`config.mk`:
```
export PLATFORM = sky130hd
export DESIGN_NAME = proyecto1_input_stage
export DESIGN_NICKNAME = d
export VERILOG_FILES = /design/src/rtl/proyecto1_pkg.sv /design/src/rtl/proyecto1_debounce.sv /design/src/rtl/proyecto1_input_stage.sv
export SDC_FILE = /design/constraint.sdc
export NUM_CORES = 1
export LEC_CHECK = 0
export CORE_ASPECT_RATIO = 2
export CORE_MARGIN = 5
export CORE_UTILIZATION = 56
export CTS_CLUSTER_DIAMETER = 150
export DETAILED_ROUTE_END_ITERATION = 7
export PLACE_DENSITY_LB_ADDON = 0.08
export SLEW_MARGIN = 25
export SYNTH_ARGS = -nofsm -noshare
export SYNTH_HDL_FRONTEND = slang
export SYNTH_SLANG_ARGS = --single-unit
```
`constraint.sdc`:
```
create_clock -name clck -period 2.06 [get_ports clck]
set_clock_uncertainty 0.05 [all_clocks]
set_input_delay 0.412 -clock clck [delete_from_list [all_inputs] [get_ports clck]]
set_output_delay 0.412 -clock clck [all_outputs]
set_load 0.02 [all_outputs]
```
`src/rtl/proyecto1_pkg.sv`:
```
`default_nettype none
// ============================================================================
// Module   : proyecto1_pkg
// Brief    : Shared encodings for the Proyecto1 input stage (timer select
//            codes, timer state machine states, timer load helper).
// Revision : 1.0 - initial release
// ============================================================================
package proyecto1_pkg;

    localparam logic [1:0] TSEL_SHORT = 2'd0;
    localparam logic [1:0] TSEL_MED   = 2'd1;
    localparam logic [1:0] TSEL_LONG  = 2'd2;

    typedef enum logic [0:0] {
        IDLE = 1'b0,
        RUN  = 1'b1
    } tmr_state_t;

    // A zero duration behaves as a single cycle, so it loads the same value as 1.
    function automatic int load_value(input int dur);
        return (dur <= 1) ? 0 : dur - 1;
    endfunction

endpackage
`default_nettype wire

```
`src/rtl/proyecto1_debounce.sv`:
```
`default_nettype none
// ============================================================================
// Module   : proyecto1_debounce
// Brief    : Two-flop synchronizer followed by a stable-sample counter that
//            commits a new level after DEB_CYCLES consecutive differing samples.
// Revision : 1.0 - initial release
// ============================================================================
module proyecto1_debounce #(
    parameter int DEB_CYCLES = 4
) (
    input  logic clk,
    input  logic rst_n,
    input  logic i_raw,
    output logic o_level,
    output logic o_rise
);

    localparam logic [3:0] c_deb = 4'(DEB_CYCLES);

    logic       r_sync1;
    logic       r_sync2;
    logic [3:0] r_cnt;
    logic       r_level;
    logic       w_diff;
    logic       w_flip;

    assign w_diff = (r_sync2 != r_level);
    assign w_flip = w_diff && ((r_cnt + 4'd1) == c_deb);

    always_ff @(posedge clk or negedge rst_n) begin
        if (!rst_n) begin
            r_sync1 <= 1'b0;
            r_sync2 <= 1'b0;
            r_cnt   <= 4'd0;
            r_level <= 1'b0;
        end else begin
            r_sync1 <= i_raw;
            r_sync2 <= r_sync1;
            if (!w_diff) begin
                r_cnt <= 4'd0;
            end else if (w_flip) begin
                r_level <= r_sync2;
                r_cnt   <= 4'd0;
            end else begin
                r_cnt <= r_cnt + 4'd1;
            end
        end
    end

    assign o_level = r_level;
    // High in the cycle before the edge that commits a 0->1 change.
    assign o_rise  = w_flip & r_sync2;

endmodule
`default_nettype wire

```
`src/rtl/proyecto1_input_stage.sv`:
```
`default_nettype none
// ============================================================================
// Module   : proyecto1_input_stage
// Brief    : Debounces the W/A/ES/D/STL field inputs and runs the phase timer
//            that feeds T back to the controller. Define PROY1_STL_LATCH_EN to
//            make STL a sticky request cleared by stl_clr.
// Revision : 1.0 - initial release
// ============================================================================
module proyecto1_input_stage
    import proyecto1_pkg::*;
#(
    parameter int DEB_CYCLES = 4,
    parameter int T_SHORT    = 3,
    parameter int T_MED      = 6,
    parameter int T_LONG     = 10,
    parameter int CNT_W      = 8
) (
    input  logic       clck,
    input  logic       rst,
    input  logic       w_raw,
    input  logic       a_raw,
    input  logic       es_raw,
    input  logic       d_raw,
    input  logic       stl_raw,
    input  logic       tmr_load,
    input  logic [1:0] tmr_sel,
    input  logic       stl_clr,
    output logic       W,
    output logic       A,
    output logic       ES,
    output logic       D,
    output logic       STL,
    output logic       T,
    output logic       busy
);

    localparam logic [CNT_W-1:0] c_ld_short = CNT_W'(load_value(T_SHORT));
    localparam logic [CNT_W-1:0] c_ld_med   = CNT_W'(load_value(T_MED));
    localparam logic [CNT_W-1:0] c_ld_long  = CNT_W'(load_value(T_LONG));

    logic [4:0] w_raw_vec;
    logic [4:0] w_deb;
    logic [4:0] w_rise;

    assign w_raw_vec = {stl_raw, d_raw, es_raw, a_raw, w_raw};

    genvar gi;
    generate
        for (gi = 0; gi < 5; gi++) begin : g_deb
            proyecto1_debounce #(
                .DEB_CYCLES(DEB_CYCLES)
            ) u_deb (
                .clk    (clck),
                .rst_n  (rst),
                .i_raw  (w_raw_vec[gi]),
                .o_level(w_deb[gi]),
                .o_rise (w_rise[gi])
            );
        end
    endgenerate

    assign W  = w_deb[0];
    assign A  = w_deb[1];
    assign ES = w_deb[2];
    assign D  = w_deb[3];

    // ---------------------------------------------------------------- timer
    tmr_state_t       r_state;
    tmr_state_t       w_state_nxt;
    logic [CNT_W-1:0] r_cnt;
    logic [CNT_W-1:0] w_cnt_nxt;
    logic [CNT_W-1:0] w_ld_val;
    logic             r_t;
    logic             w_t_nxt;
    logic             r_busy;
    logic             w_busy_nxt;

    always_comb begin
        case (tmr_sel)
            TSEL_SHORT: w_ld_val = c_ld_short;
            TSEL_MED:   w_ld_val = c_ld_med;
            default:    w_ld_val = c_ld_long;
        endcase
    end

    always_ff @(posedge clck or negedge rst) begin
        if (!rst) begin
            r_state <= IDLE;
            r_cnt   <= '0;
            r_t     <= 1'b0;
            r_busy  <= 1'b0;
        end else begin
            r_state <= w_state_nxt;
            r_cnt   <= w_cnt_nxt;
            r_t     <= w_t_nxt;
            r_busy  <= w_busy_nxt;
        end
    end

    // A load wins over expiry in RUN, so restarting never flashes T.
    always_comb begin
        w_state_nxt = r_state;
        w_cnt_nxt   = r_cnt;
        w_t_nxt     = r_t;
        w_busy_nxt  = r_busy;
        case (r_state)
            IDLE: begin
                if (tmr_load) begin
                    w_cnt_nxt   = w_ld_val;
                    w_state_nxt = RUN;
                    w_t_nxt     = 1'b0;
                    w_busy_nxt  = 1'b1;
                end
            end
            RUN: begin
                if (tmr_load) begin
                    w_cnt_nxt  = w_ld_val;
                    w_t_nxt    = 1'b0;
                    w_busy_nxt = 1'b1;
                end else if (r_cnt == '0) begin
                    w_state_nxt = IDLE;
                    w_t_nxt     = 1'b1;
                    w_busy_nxt  = 1'b0;
                end else begin
                    w_cnt_nxt = r_cnt - 1'b1;
                end
            end
            default: begin
                w_state_nxt = IDLE;
            end
        endcase
    end

    assign T    = r_t;
    assign busy = r_busy;

    // ------------------------------------------------------------ STL path
`ifdef PROY1_STL_LATCH_EN
    logic r_stl;
    logic w_unused;

    // A new set in the same cycle as stl_clr keeps the request alive.
    always_ff @(posedge clck or negedge rst) begin
        if (!rst) begin
            r_stl <= 1'b0;
        end else if (w_rise[4]) begin
            r_stl <= 1'b1;
        end else if (stl_clr) begin
            r_stl <= 1'b0;
        end
    end

    assign STL      = r_stl;
    assign w_unused = &{1'b0, w_rise[3:0]};
`else
    logic w_unused;

    assign STL      = w_deb[4];
    assign w_unused = &{1'b0, stl_clr, w_rise};
`endif

endmodule
`default_nettype wire

```
After elaboration in Yosys (flattened, before gate mapping)
Index checks and enable logic that the tools add are counted.
{"block": "totals", "register_bits": 46, "elab_cells": 86}
{"block": "classes", "n_addsub": 6, "eq_ne": 14, "mux": 27, "bitwise_logic": 1, "reduce_logical": 14}
{"cell": "$mux 4", "count": 10}
{"cell": "$mux 8", "count": 3}
{"cell": "$add 4x1->4 const B", "count": 5}
{"cell": "$eq 4x3->1 const B", "count": 5}
{"cell": "$pmux 8 s2", "count": 1}
{"cell": "$reduce_and 2->1", "count": 7}
{"cell": "$mux 1", "count": 9}
{"cell": "$logic_not 8->1", "count": 1}
{"cell": "$pmux 4 s2", "count": 1}
{"cell": "$sub 8x1->8 const B", "count": 1}
{"cell": "$pmux 1 s2", "count": 3}
{"cell": "$logic_and 1x1->1", "count": 5}
{"cell": "$ne 1x1->1", "count": 5}
{"cell": "$ne 3x2->1 const B", "count": 1}
{"cell": "$ne 3x3->1 const B", "count": 1}
{"cell": "$eq 2x1->1 const B", "count": 1}
{"cell": "$logic_not 2->1", "count": 1}
{"cell": "$ne 2x2->1 const B", "count": 1}
{"cell": "$not 1->1", "count": 1}

Longest topological paths before layout
Gate-level depths: netlist of the first run.
{"block": "logic_depth", "word_depth": 5, "mapped_depth": 6, "ltp_nobuf": 6}

Modules after synthesis
A second synthesis of the first run with hierarchy kept.
{"block": "unflattened", "cells_unflattened": 164, "hier_area_um2": 2021.9}
{"module": "proyecto1_debounce", "n_inst": 5, "cells_per_inst": 21, "area_each_um2": 289.0}
{"module": "proyecto1_input_stage", "n_inst": 1, "cells_per_inst": 59, "area_each_um2": 576.8}

Worst setup path after synthesis of the first run
OpenSTA, ideal clock, no wires.
{"block": "synth_timing", "path_kind": "register to register", "from": "reg r_cnt[0]", "to": "reg r_cnt[5]", "t_arrival_ns": 1.533, "path_slack_ns": 0.346, "path_stages_with_launch": 7, "path_cell_list": "dfrtp_1 -> inv_1 -> ha_1 -> or3b_1 -> o2111ai_1 -> xor2_1 -> nor2_1"}
{"block": "synth_between", "elab_chain_len": 4, "elab_cells_between_ends": 7, "cone_classes": "add/sub (1); eq/ne (1); mux (3); reduce/logical (2)"}
{"element": "start, declared", "line_no": "proyecto1_input_stage.sv:70", "source": "logic [CNT_W-1:0] r_cnt;"}
{"element": "start signal, assigned", "line_no": "proyecto1_input_stage.sv:94", "source": "r_cnt <= w_cnt_nxt;"}
{"element": "$sub 8x1->8", "line_no": "proyecto1_input_stage.sv:125", "source": "w_cnt_nxt = r_cnt - 1'b1;"}
{"element": "$mux 8", "line_no": "proyecto1_input_stage.sv:120", "source": "end else if (r_cnt == '0) begin"}
{"element": "$mux 8", "line_no": "proyecto1_input_stage.sv:116", "source": "if (tmr_load) begin"}
{"element": "$pmux 8 s2", "line_no": "proyecto1_input_stage.sv:106", "source": "case (r_state)"}
Parallel ways exist; a longest one is shown, timed or not. The select of a mux whose other input is x is not followed.
A chain may end at the register's enable or synchronous reset.

Worst setup path after layout of the first run
{"block": "layout_timing", "from": "reg r_cnt[2]", "to": "reg r_busy, in the netlist busy"}
{"block": "layout_between", "elab_chain_len": 3}
{"element": "$logic_not 8->1", "line_no": "proyecto1_input_stage.sv:120"}
{"element": "$ne 3x2->1 (no source line)"}
{"element": "$reduce_and 2->1 (no source line)"}
{"element": "end signal, assigned", "line_no": "proyecto1_input_stage.sv:96", "source": "r_busy <= w_busy_nxt;"}
{"element": "end, declared", "line_no": "proyecto1_input_stage.sv:75", "source": "logic r_busy;"}
No other way between the ends.

==> results.py, run 1 <==
metrics = {
    "clocking": {
        "cts_tree": "yes",
        "htree_num_levels": 2,
        "clock_sinks": 46,
        "clkTransAtPathRegs_ns": 0.08,
        "clk_latency_ns": 0.29,
        "cts_hold_buf": 0,
        "clk_path_buf_depth": 2,
        "root_buffer": "clkbuf_8",
        "cts_buffers": 5,
    },
    "placement": {
        "pre_cts_slack_ns": 0.185,
        "portBuffers": 16,
        "hpwl_um": 2340,
        "place_area_um2": 2120,
        "routabilityCongestion": 0.825,
    },
    "yosys": {
        "yosysSeqAreaShare_pct": 60.0,
        "synth.cell_area_um2": 1920,
        "netlist-cell-type-count": 32,
        "ys_ff_latch": 46,
        "syn_inst": 160,
        "yosys_warnings": 0,
        "avgSynthCellArea_um2": 12.0,
        "synth_top_family_by_area": "simple AND/OR/NAND/NOR gates",
        "synth_compound_area_share_pct": 5.22,
        "muxShareOfSynthArea_pct": 5.15,
        "synthXorXnorAreaFrac_pct": 7.30,
        "syn-num-nets": 178,
        "synthSimpleGateAreaFrac_pct": 16.8,
        "synth_fa_ha_area_share_pct": 4.56,
    },
    "global_route": {
        "grt_max_degree": 47,
        "gr-total-overflow": 0,
        "grt_first_pass_wirelength_um": 5540,
        "antenna_found_initial": 0,
        "grt_pass1_vias": 1328,
        "grt_usage_pct": 15.8,
    },
    "drt": {
        "drcViolationCount": 0,
        "routedWlPerCell_um": 14.2,
        "vias": 1205,
        "firstDrtPassIters": 4,
        "drtIter0Drc": 23,
        "drt_wl_total_um": 3050,
        "via_per_inst": 5.60,
        "ant_nets": 0,
    },
    "setup_path": {
        "arrival_ns": 2.01,
        "start_kind": "flip-flop",
        "r2r_slack_ns": 0.19,
        "critPathMaxFanout": 7,
        "path_cells": "or4_1, nor4b_2, nand2_1, a21o_1",
        "worst-endpoint-required_ns": 2.19,
        "cpPeakStageDelay_ns": 0.67,
        "cp_slowest_cell": "or4_1",
        "critical_path_class": "flip-flop to flip-flop",
        "cp-end-kind": "flip-flop",
    },
    "sta": {
        "drv_slew": 0,
        "max_slew_margin_pct": 62.5,
        "finalSetupViolCount": 0,
        "worst_pin_slew_ns": 0.563,
        "clock.fmax_mhz": 534,
        "setup_slack_ns": 0.187,
        "fin_crit_sh_pct": 90.9,
        "fin_hold_ws_ns": 0.142,
        "fin_setup_tns_ns": 0,
        "rsz0062_at_grt": "no",
        "hold_violations": 0,
        "period_needed_ns": 1.87,
    },
    "die": {
        "die_width_um": 51.4,
        "dieArea_um2": 4770,
        "design.core.area_um2": 3340,
        "start_util_pct": 57.5,
        "fp-row-count": 30,
        "ios": 18,
        "chipHeight_um": 92.8,
    },
    "pwr": {
        "p_leak_nw": 0.968,
        "ir_drop_v": 0.000735,
        "p_per_area_nw_per_um2": 1180,
    },
    "finish": {
        "multi_input_area_um2": 752,
        "num-fill-cells": 276,
        "antenna_cells": 0,
        "final_nets": 201,
        "final_cell_mix": "dfrtp_1 (46), nor2_1 (27), clkdlybuf4s50_1 (15), nand2_1 (13), xor2_1 (9)",
        "final_common_cell": "dfrtp_1",
        "regArea_um2": 1150,
        "final_core_util_pct": 65.8,
        "stdcell_area_um2": 2200,
        "syn2layout_area_growth_pct": 14.5,
        "drive_gt1_share_pct": 7.65,
    },
    "run": {
        "maxCapViolCount": 0,
    },
    "outcome": {
        "status": "finished clean",
    },
    "worst_hold_path": {
        "hold_path.class": "primary input to async pin",
    },
}
-- cell usage after synthesis --
cell | instances | area share (%)
nor3_1 | 1 | 0.26
a21o_1 | 1 | 0.39
o211ai_1 | 1 | 0.39
buf_4 | 1 | 0.39
and4bb_1 | 1 | 0.65
mux2i_1 | 2 | 1.0
nor3b_2 | 1 | 0.65
mux2_2 | 2 | 1.2
o2111ai_1 | 1 | 0.46
clkbuf_1 | 1 | 0.20
xor2_1 | 9 | 4.1
a21oi_1 | 4 | 1.0
o21ai_1 | 4 | 1.0
or3b_1 | 1 | 0.46
o21ai_0 | 1 | 0.26
o21a_1 | 1 | 0.39
nand2_1 | 13 | 2.5
nand3b_1 | 4 | 1.6
o21ai_4 | 1 | 0.85
nand3_1 | 5 | 1.3
inv_1 | 2 | 0.39
nor4b_2 | 1 | 0.78
ha_1 | 7 | 4.6
or4_1 | 1 | 0.39
nor4b_1 | 1 | 0.46
nor3b_1 | 3 | 1.2
dfrtp_1 | 46 | 60
nand2b_1 | 4 | 1.3
o21bai_1 | 1 | 0.39
xnor2_1 | 7 | 3.2
nor2_1 | 27 | 5.3
mux2_1 | 5 | 2.9
-- kinds of logic after synthesis --
kind of cell / count (synthesis)
flip-flops: 46
multiplexers: 9
buffers and inverters: 4
XOR/XNOR: 16
AND/OR/NAND/NOR: 63
adder cells (fa/ha/maj): 7
AO/OA/AOI/OAI: 15
-- worst paths after layout --
path                                         from                 endpoint  cells after the start
hold / removal                                rst  g_deb[1].u_deb.r_cnt[0]                      2
hold reg to reg            g_deb[0].u_deb.r_sync1   g_deb[0].u_deb.r_sync2                      0
setup reg to reg                         r_cnt[2]                     busy                      4
setup / recovery                         r_cnt[2]                     busy                      4
max in group asynchronous                     rst   g_deb[2].u_deb.r_sync2                      2
min in group clck          g_deb[0].u_deb.r_sync1   g_deb[0].u_deb.r_sync2                      0
-- layer usage --
| layer | vias to the layer above | routed length [µm] | GRT usage, % |
|---|---|---|---|
| li1 | 582 | - | - |
| met1 | 597 | 1090 | 15.1 |
| met2 | 20 | 1800 | 28.7 |
| met3 | 6 | 85 | 3.86 |
| met4 | 0 | 80 | 9.41 |
| met5 | - | 0 | 0 |
-- stage by stage --
| stage | instances | power [mW] |
|---|---|---|
| global route | 215 | 2.79 |
| CTS | 215 | 2.64 |
| detailed placement | 208 | 2.12 |
| floorplan | 160 | 1.84 |
| finish | 215 | 2.60 |
| global placement | 208 | 2.07 |
-- critical path, delay by kind of cell, from the launching register on --
family	cells	cell delay, ns
flops	1	0.44
simple gates	3	1.09
compound gates	1	0.18
-- registers in the layout (all words and copies together) (netlist names) --
register,flops
g_deb.u_deb.r_sync1,5
r_cnt,8
T,1
busy,1
g_deb.u_deb.r_cnt,20
g_deb.u_deb.r_sync2,5
r_state,1
g_deb.u_deb.o_level,5
-- final cells by class --
class	count	share of cell area, %
timing repair buffer	18	7.74
clock buffer	7	3.47
sequential	46	52.4
tap	32	1.82
inverter	2	0.342
multi-input combinational	110	34.2
-- power breakdown --
part | internal (mW) | switching, mW
sequential | 1.10 | 0.165
clock | 0.234 | 0.265
combinational | 0.400 | 0.433
-- what timing repair did --
| item | in CTS | in global routing |
|---|---|---|
| setup buffers | 0 | 0 |
| setup endpoints to repair | 0 | 1 |
| gates resized for setup | 0 | 1 |
No activity file was read; power rests on OpenSTA's default activity.
==> run 2: changes to the inputs <==
- PLACE_DENSITY_LB_ADDON: 0.08 -> 0.25
- RECOVER_POWER: unset -> 50
==> results.py, run 2 (synthesis results as in run 1) <==
metrics = {
    "global_route": {
        "grt_first_pass_wirelength_um": 5900,
        "grt_pass1_vias": 1383,
        "antenna_found_initial": 0,
        "grt_max_degree": 35,
        "gr-total-overflow": 0,
        "grt_usage_pct": 16.2,
    },
    "drt": {
        "drtIter0Drc": 12,
        "routedWlPerCell_um": 15.3,
        "via_per_inst": 5.77,
        "ant_nets": 0,
        "firstDrtPassIters": 4,
        "drcViolationCount": 0,
        "vias": 1252,
        "drt_wl_total_um": 3310,
    },
    "clocking": {
        "root_buffer": "clkbuf_8",
        "cts_tree": "yes",
        "htree_num_levels": 2,
        "clock_sinks": 46,
        "cts_hold_buf": 0,
        "clk_path_buf_depth": 2,
        "clk_latency_ns": 0.29,
        "cts_buffers": 5,
        "postCtsSetupBuffers": 0,
        "clkTransAtPathRegs_ns": 0.09,
        "ctsResizeCount": 0,
    },
    "placement": {
        "hpwl_um": 2460,
        "routabilityCongestion": 0.793,
        "place_area_um2": 2130,
        "portBuffers": 16,
    },
    "pwr": {
        "p_leak_nw": 0.979,
        "p_switching_mw": 0.919,
        "ir_drop_v": 0.000768,
        "seqPwrFrac_pct": 46.1,
        "p_int_mw": 1.85,
        "clockPowerShare_pct": 23.6,
        "p_comb_share_pct": 30.3,
        "switching_share_pct": 33.2,
        "p_per_area_nw_per_um2": 1240,
    },
    "run": {
        "maxCapViolCount": 0,
    },
    "sta": {
        "drv_slew": 0,
        "fin_setup_tns_ns": 0,
        "clock.fmax_mhz": 514,
        "worst_pin_slew_ns": 0.816,
        "max_slew_margin_pct": 45.6,
        "rsz0062_at_grt": "no",
        "finalSetupViolCount": 0,
        "hold_violations": 0,
        "fin_crit_sh_pct": 94.4,
        "period_needed_ns": 1.95,
    },
    "setup_path": {
        "start_kind": "flip-flop",
        "regToRegStartpoint": "r_cnt[4]",
        "cp-end-kind": "flip-flop",
        "worst-endpoint-required_ns": 2.20,
        "reg2regPathDepth": 4,
        "arrival_ns": 2.08,
        "startpoint": "r_cnt[4]",
        "critPathMaxFanout": 7,
        "critical_path_class": "flip-flop to flip-flop",
    },
    "finish": {
        "final_nets": 202,
        "reg_top3": "g_deb.u_deb.r_cnt (20), r_cnt (8)",
        "final_common_cell": "dfrtp_1",
        "final_cell_mix": "dfrtp_1 (46), nor2_1 (27), nand2_1 (13), clkdlybuf4s50_1 (10), xor2_1 (9)",
        "antenna_cells": 0,
        "largest_reg_flops": 20,
        "stdcell_area_um2": 2230,
        "syn2layout_area_growth_pct": 16.1,
        "largest_register": "g_deb.u_deb.r_cnt",
        "drive_gt1_share_pct": 7.57,
        "num-fill-cells": 250,
    },
    "worst_hold_path": {
        "hold_path.class": "primary input to async pin",
    },
    "die": {
        "die_width_um": 51.4,
        "design.core.area_um2": 3340,
        "dieArea_um2": 4770,
        "fp-row-count": 30,
        "ios": 18,
        "start_util_pct": 57.5,
        "chipHeight_um": 92.8,
    },
    "outcome": {
        "status": "finished clean",
    },
}
## run 2: area by class of cell
| cell class | count | area, µm² | area share, % |
|---|---|---|---|
| Timing Repair Buffer | 19 | 170 | 7.64 |
| Clock inverter | 2 | 37.5 | 1.68 |
| Clock buffer | 6 | 72.6 | 3.26 |
| Tap cell | 32 | 40.0 | 1.80 |
| Multi-Input combinational cell | 110 | 749 | 33.6 |
| Inverter | 2 | 7.51 | 0.337 |
| Sequential cell | 46 | 1150 | 51.7 |
## run 2: critical path, stage by stage, from the launching register on
cell and delay, ns:
dfrtp_1 0.41, or4_1 0.72, nor4b_2 0.37, nand2_1 0.10, a21o_1 0.18
## run 2: path summary, 6_finish.rpt
kind,to,slack [ns]
setup / recovery,busy,0.11
hold / removal,g_deb[1].u_deb.r_cnt[1],0.15
setup reg to reg,busy,0.11
hold reg to reg,g_deb[3].u_deb.r_sync2,0.30
max in group asynchronous,g_deb[2].u_deb.r_sync1,1.02
min in group clck,g_deb[3].u_deb.r_sync2,0.30
## run 2: power groups by stage
stage	combinational (mW)	sequential (mW)	clock (mW)
floorplan	0.519	1.32	0
global placement	0.792	1.26	0
detailed placement	0.846	1.29	0
CTS	0.855	1.28	0.672
global route	0.937	1.30	0.708
finish	0.839	1.28	0.655
## run 2: metal layers
metal  part of all wire [%]  up-vias  wire, µm  track usage, %
met5                      0        -         0               0
met4                    1.5        0        48            7.22
met3                    3.9        7       128            3.70
li1                       -      588         -               -
met1                     39      624      1290            17.2
met2                     56       33      1850            29.0
## run 2: through the flow
stage / hold slack [ns] / utilization [%] / setup WS, ns / instances / power [mW]
finish: 0.153 / 66.7 / 0.115 / 217 / 2.77
global route: 0.212 / 66.7 / 0.0594 / 217 / 2.95
CTS: 0.147 / 66.9 / 0.158 / 217 / 2.80
detailed placement: 0.286 / 63.6 / 0.195 / 209 / 2.14
global placement: 0.285 / 63.6 / 0.234 / 209 / 2.06
floorplan: 0.0664 / - / 0.346 / 160 / 1.84
